==> src/rtl/lcd_pkg.sv <==
// Purpose: shared constants for the LCD command arbiter. These are the instruction
//          codes, the default reservation lengths and the arbiter state encoding.
// Latency: n/a (package only).
// Backpressure: n/a.
package lcd_pkg;

  localparam int TIMER_W = 17;

  localparam int unsigned CMD_CYCLES_DEF   = 2081;
  localparam int unsigned CLEAR_CYCLES_DEF = 82001;
  localparam int unsigned START_PULSE_DEF  = 2;

  localparam logic [3:0] INSTR_NOP        = 4'b0000;
  localparam logic [3:0] INSTR_CLEAR      = 4'b0001;
  localparam logic [3:0] INSTR_ENTRY_MODE = 4'b0011;
  localparam logic [3:0] INSTR_DISPLAY_ON = 4'b0100;
  localparam logic [3:0] INSTR_FUNC_SET   = 4'b0110;
  localparam logic [3:0] INSTR_SET_DDRAM  = 4'b1000;
  localparam logic [3:0] INSTR_WRITE_DATA = 4'b1010;

  typedef enum logic [1:0] {
    ST_IDLE  = 2'd0,
    ST_ISSUE = 2'd1,
    ST_WAIT  = 2'd2,
    ST_DONE  = 2'd3
  } state_t;

endpackage

==> src/rtl/lcd_wait_timer.sv <==
// Purpose: loadable 17-bit down counter that marks the last cycle of a reservation.
// Latency: expire is high in cycle len-1 when counted from the load-completion cycle (cycle 0).
// Backpressure: none. The counter saturates at zero and never wraps.
// Ports: clk, sync_reset (async, active-high), load/len (start a reservation),
//        expire (one-cycle pulse).
module lcd_wait_timer
  import lcd_pkg::*;
(
  input  logic               clk,
  input  logic               sync_reset,
  input  logic               load,
  input  logic [TIMER_W-1:0] len,
  output logic               expire
);

  logic [TIMER_W-1:0] cnt;

  // After a load, cnt equals len - k in cycle k, so cnt == 1 marks cycle len-1.
  always_ff @(posedge clk or posedge sync_reset) begin
    if (sync_reset) begin
      cnt <= '0;
    end else if (load) begin
      cnt <= len;
    end else if (cnt != '0) begin
      cnt <= cnt - 1'b1;
    end
  end

  assign expire = (cnt == TIMER_W'(1));

endmodule

==> src/rtl/lcd_cmd_arbiter.sv <==
// Purpose: round-robin share of the single LCD command_fsm between two requesters.
//          Each grant reserves the LCD for a fixed number of cycles.
// Latency: gnt arrives 1 cycle after req is seen in IDLE. done arrives L cycles after gnt.
// Backpressure: req is held until gnt. Any request raised while busy waits for IDLE.
// Ports: clk, sync_reset (async, active-high); req[1:0] with req_instr_*/req_db_*;
//        gnt/done one-hot pulses; busy; ready/DB/instruction go to command_fsm.
module lcd_cmd_arbiter
  import lcd_pkg::*;
#(
  parameter int unsigned CMD_CYCLES   = CMD_CYCLES_DEF,
  parameter int unsigned CLEAR_CYCLES = CLEAR_CYCLES_DEF,
  parameter int unsigned START_PULSE  = START_PULSE_DEF
) (
  input  logic       clk,
  input  logic       sync_reset,
  input  logic [1:0] req,
  input  logic [3:0] req_instr_0,
  input  logic [3:0] req_instr_1,
  input  logic [7:0] req_db_0,
  input  logic [7:0] req_db_1,
  output logic [1:0] gnt,
  output logic [1:0] done,
  output logic       busy,
  output logic       ready,
  output logic [7:0] DB,
  output logic [3:0] instruction
);

  localparam int PW = (START_PULSE > 1) ? $clog2(START_PULSE) : 1;

  state_t             state, state_nxt;
  logic               owner;
  logic               last;
  logic               win;
  logic [3:0]         win_instr;
  logic [7:0]         win_db;
  logic [TIMER_W-1:0] win_len;
  logic               capture;
  logic               expire;
  logic [PW-1:0]      pulse_cnt;
  logic [1:0]         gnt_nxt;
  logic [1:0]         done_nxt;
  logic               ready_nxt;

  // On a tie, the requester that was not served last wins. A lone requester always wins.
  always_comb begin
    win       = (req == 2'b11) ? ~last : req[1];
    win_instr = win ? req_instr_1 : req_instr_0;
    win_db    = win ? req_db_1    : req_db_0;
    if (win_instr == INSTR_CLEAR) begin
      win_len = TIMER_W'(CLEAR_CYCLES);
    end else if (win_instr == INSTR_NOP) begin
      win_len = TIMER_W'(1);
    end else begin
      win_len = TIMER_W'(CMD_CYCLES);
    end
  end

  always_comb begin
    state_nxt = state;
    capture   = 1'b0;
    gnt_nxt   = 2'b00;
    done_nxt  = 2'b00;
    case (state)
      ST_IDLE: begin
        if (req != 2'b00) begin
          capture      = 1'b1;
          gnt_nxt[win] = 1'b1;
          state_nxt    = ST_ISSUE;
        end
      end
      ST_ISSUE: begin
        // A no-op expires during its first cycle, so expire takes priority.
        if (expire) begin
          done_nxt[owner] = 1'b1;
          state_nxt       = ST_DONE;
        end else if (pulse_cnt == PW'(START_PULSE - 1)) begin
          state_nxt = ST_WAIT;
        end
      end
      ST_WAIT: begin
        if (expire) begin
          done_nxt[owner] = 1'b1;
          state_nxt       = ST_DONE;
        end
      end
      ST_DONE: state_nxt = ST_IDLE;
      default: state_nxt = ST_IDLE;
    endcase
    // ready follows ISSUE, except that a no-op never strobes command_fsm.
    ready_nxt = (state_nxt == ST_ISSUE) &&
                ((capture ? win_instr : instruction) != INSTR_NOP);
  end

  always_ff @(posedge clk or posedge sync_reset) begin
    if (sync_reset) begin
      state       <= ST_IDLE;
      gnt         <= 2'b00;
      done        <= 2'b00;
      ready       <= 1'b0;
      DB          <= 8'h00;
      instruction <= 4'h0;
      owner       <= 1'b0;
      last        <= 1'b1;
      pulse_cnt   <= '0;
    end else begin
      state <= state_nxt;
      gnt   <= gnt_nxt;
      done  <= done_nxt;
      ready <= ready_nxt;
      if (capture) begin
        owner       <= win;
        DB          <= win_db;
        instruction <= win_instr;
        pulse_cnt   <= '0;
      end else if (state == ST_ISSUE) begin
        pulse_cnt <= pulse_cnt + 1'b1;
      end
      if (state == ST_DONE) begin
        last <= owner;
      end
    end
  end

  assign busy = (state != ST_IDLE);

  lcd_wait_timer u_timer (
    .clk        (clk),
    .sync_reset (sync_reset),
    .load       (capture),
    .len        (win_len),
    .expire     (expire)
  );

endmodule

==> config.mk <==
export PLATFORM = sky130hd
export DESIGN_NAME = lcd_cmd_arbiter
export DESIGN_NICKNAME = d
export VERILOG_FILES = /design/src/rtl/lcd_pkg.sv /design/src/rtl/lcd_wait_timer.sv /design/src/rtl/lcd_cmd_arbiter.sv
export SDC_FILE = /design/constraint.sdc
export NUM_CORES = 1
export LEC_CHECK = 0
export ABC_AREA = 1
export CAP_MARGIN = 20
export CORE_ASPECT_RATIO = 0.7
export CORE_MARGIN = 5
export CORE_UTILIZATION = 35
export DETAILED_ROUTE_END_ITERATION = 7
export SYNTH_ARGS = -nofsm -noshare
export SYNTH_HDL_FRONTEND = slang
export SYNTH_HIERARCHICAL = 1
export SYNTH_SLANG_ARGS = --single-unit
export TNS_END_PERCENT = 100
==> constraint.sdc <==
create_clock -name clk -period 3.95 [get_ports clk]
set_input_delay 0.79 -clock clk [delete_from_list [all_inputs] [get_ports clk]]
set_output_delay 0.79 -clock clk [all_outputs]
set_load 0.01 [all_outputs]
==> flow_summary_export.csv <==
group,metric,value,unit
power_and_ir_drop,p_int,1.211,mW
timing,hold_viol,0,
yosys,synthXorXnorAreaFrac,0.003784,
route,drtIter0Drc,58,
clock_tree,insertion_delay,0.29,ns
yosys,synthAdderAreaFrac,0.04324,
clock_tree,postCtsHoldBufs,0,
timing,tightestPinTransition,0.8905,ns
clock_tree,clockRootBuffer,"clkbuf_8",
power_and_ir_drop,p_clk_frac,0.161,
timing,clock.fmax,382.9,MHz
timing,finalCriticalPeriod,2.612,ns
yosys,synth_top_cell_area_share,0.4108,
floorplan,design.portCount,46,
critical_path,cp-end-kind,"flip-flop",
yosys,synth_top_family_by_area,"simple AND/OR/NAND/NOR gates",
clock_tree,post_cts_buffers,0,
yosys,synthTopCellsByArea,"dfrtp_1 41%, nand2_1 14%, inv_1 6.2%",
route,dr_wl_met3,315,um
critical_path,crit_arrival,2.83,ns
timing,holdWs,0.4526,ns
yosys,ys_ff_latch,39,
critical_path,cp_max_fo,36,
floorplan,design.die.area,8366,um^2
route,ant_nets,0,
clock_tree,post_cts_resized,0,
power_and_ir_drop,switching_share,0.4228,
timing,slew_headroom,0.4057,
route,routed-via-count,2048,
yosys,netlist_instances,312,
cells_and_area,n_antenna_cell,0,
power_and_ir_drop,ir_drop,0.2879,mV
timing,tns,0,ns
grt,antenna_found_initial,0,
floorplan,core-area,6336,um^2
route,highest_layer,"met4",
floorplan,rows,24,
yosys,yosysWarnings,6,
placement,place_area,2849,um^2
cells_and_area,nNetsFinal,402,
timing,finalCritPeriodShare,0.6612,
route,vias_per_cell,4.472,
power_and_ir_drop,cellPowerDensity,708.3,nW/um^2
min_path,hp-class,"flip-flop to flip-flop",
timing,drv_slew,0,
yosys,synth-edff-count,0,
route,met1Wirelength,3.000,mm
yosys,synthSimpleGateAreaFrac,0.3476,
floorplan,die_h,78.04,um
route,firstDrtPassIters,4,
job,max_cap_violations,0,
clock_tree,cts_tree,"built",
clock_tree,clk_pin_slew,0.08,ns
placement,dpl.hpwl,4.273,mm
cells_and_area,layout-drive-gt1-share,0.07629,
clock_tree,cts_buffer_depth,2,
power_and_ir_drop,seq_power_share,0.343,
grt,grt_pass1_vias,1994,
yosys,async_reset_ff_frac,1.000,
cells_and_area,fillers,634,
grt,grt_max_degree,37,
clock_tree,clkSinkCount,39,
yosys,synth_compound_area_frac,0.08595,
route,wirelength,5.628,mm
cells_and_area,final_design_area_no_fill,2962,um^2
clock_tree,htree_levels,2,
yosys,synth_top_cells_by_count,"86 x nand2_1, 38 x dfrtp_1, 38 x inv_1, 36 x nor2_1, 28 x nand3_1",
yosys,synth_most_common_cell,"nand2_1",
power_and_ir_drop,power_leakage,1.442,nW
grt,grt_overflow,0,
yosys,syn_area,2315,um^2
placement,routabilityCongestion,0.7775,
critical_path,startpoint_type,"input port",
critical_path,required,4.16,ns
route,route.detailed.drc,0,
timing,setup_violations,0,
yosys,synthFlopType,"dfrtp_1",
yosys,synth_cell_type_count,29,
yosys,muxShareOfSynthArea,0,
grt,grt_first_pass_wirelength,9.618,mm
critical_path,crit_type,"input port to flip-flop",
route,dr_wl_met2,2.292,mm
yosys,synth_area_per_cell,7.419,um^2
yosys,synth_top_cell_by_area,"dfrtp_1",
floorplan,die_width,107.2,um
route,wl_per_cell,12.29,um
yosys,yosysSeqAreaShare,0.4222,
cells_and_area,syn2layout_area_growth,27.95,%
timing,grt_setup_unrepaired,"false",
clock_tree,numCtsBuffers,5,
grt,track_usage,0.1448,
power_and_ir_drop,pwr-share-comb,0.496,
power_and_ir_drop,p_sw,886.9,uW
timing,finClkSkew,0.007530,ns
status,status,"finished clean",
floorplan,initial_utilization,0.3653,
placement,io_buffers,45,
## critical path, stage by stage
cell             delay, ns
clkdlybuf4s50_1       0.61
nor2_4                0.10
nor2_8                0.38
inv_1                 0.37
nand4_4               0.25
inv_2                 0.14
a21oi_1               0.17
## metal layers
metal | track usage | vias to the layer above
met3 | 0.03852 | 3
li1 | - | 1074
met5 | 0 | -
met1 | 0.2193 | 925
met4 | 0.03448 | 0
met2 | 0.2035 | 46
## metrics by stage
| stage | total power [mW] | cells | utilization | setup slack (ns) |
|---|---|---|---|---|
| final | 2.098 | 458 | 0.4674 | 1.338 |
| after global routing | 2.304 | 458 | 0.4674 | 1.157 |
| after CTS | 2.123 | 458 | 0.4674 | 1.317 |
| after detailed placement | 1.776 | 450 | 0.4496 | 0.9962 |
| after global placement | 1.759 | 450 | 0.4496 | 1.096 |
| after floorplan | 1.438 | 321 | - | 2.103 |
## placed cells by master (no fill, tap or decap), drive strengths merged
cell | synthesis | final
a21oi | 16 | 16
dfrtp | 38 | 38
or2 | 6 | 6
inv | 41 | 41
ha | 8 | 8
o21ai | 18 | 18
a21o | 1 | 1
clkbuf | 2 | 5
xnor2 | 1 | 1
conb | 2 | 11
a21boi | 1 | 1
nor3 | 3 | 3
nand3 | 28 | 28
o22ai | 1 | 1
nand2 | 89 | 89
bufinv | 0 | 1
and2 | 2 | 2
nor4b | 1 | 1
nand4 | 4 | 4
clkdlybuf4s50 | 0 | 45
nand3b | 1 | 1
clkinv | 0 | 2
dfstp | 1 | 1
nor2 | 42 | 42
o21bai | 1 | 1
## worst paths after layout
| path | start | endpoint | slack (ns) | depth (start not counted) |
|---|---|---|---|---|
| max in group asynchronous | sync_reset | instruction[2] | 2.39 | 2 |
| worst max-delay path | req[1] | u_timer/cnt[10] | 1.34 | 7 |
| worst max register to register | state[1] | u_timer/cnt[10] | 1.65 | 8 |
| worst min-delay path | owner | done[0] | 0.45 | 1 |
| min in group asynchronous | sync_reset | u_timer/cnt[5] | 0.94 | 2 |
| worst min register to register | owner | done[0] | 0.45 | 1 |
## power groups by stage
stage          clock [mW]  combinational, mW  sequential, mW
2_1_floorplan           0              0.713           0.726
3_3_place_gp            0               1.03           0.724
3_5_place_dp            0               1.05           0.724
4_1_cts             0.349               1.05           0.719
5_1_grt             0.371               1.19           0.747
6_report            0.339               1.04           0.719
## sequential cells by signal, indices dropped and copies added (netlist names)
| name | cells |
|---|---|
| u_timer/cnt | 17 |
| state | 2 |
| instruction | 4 |
| owner | 1 |
| last | 1 |
| DB | 8 |
| gnt | 2 |
| ready | 1 |
| done | 2 |
| pulse_cnt | 1 |
## layout make-up
type / count / area [um^2] / share of cell area
Multi-Input combinational cell: 234 / 1154 / 0.3895
Sequential cell: 39 / 977.2 / 0.3300
Timing Repair Buffer: 45 / 450.4 / 0.1521
Inverter: 41 / 153.9 / 0.05196
Tap cell: 91 / 113.9 / 0.03845
Clock buffer: 5 / 68.82 / 0.02324
Clock inverter: 3 / 43.79 / 0.01479
## cells by family after synthesis
logic type	Yosys count
AND/OR/NAND/NOR	176
flip-flops	39
AO/OA/AOI/OAI	38
adder cells (fa/ha/maj)	8
XOR/XNOR	1
other	2
buffers and inverters	48
Power figures use the tool's default switching activity.
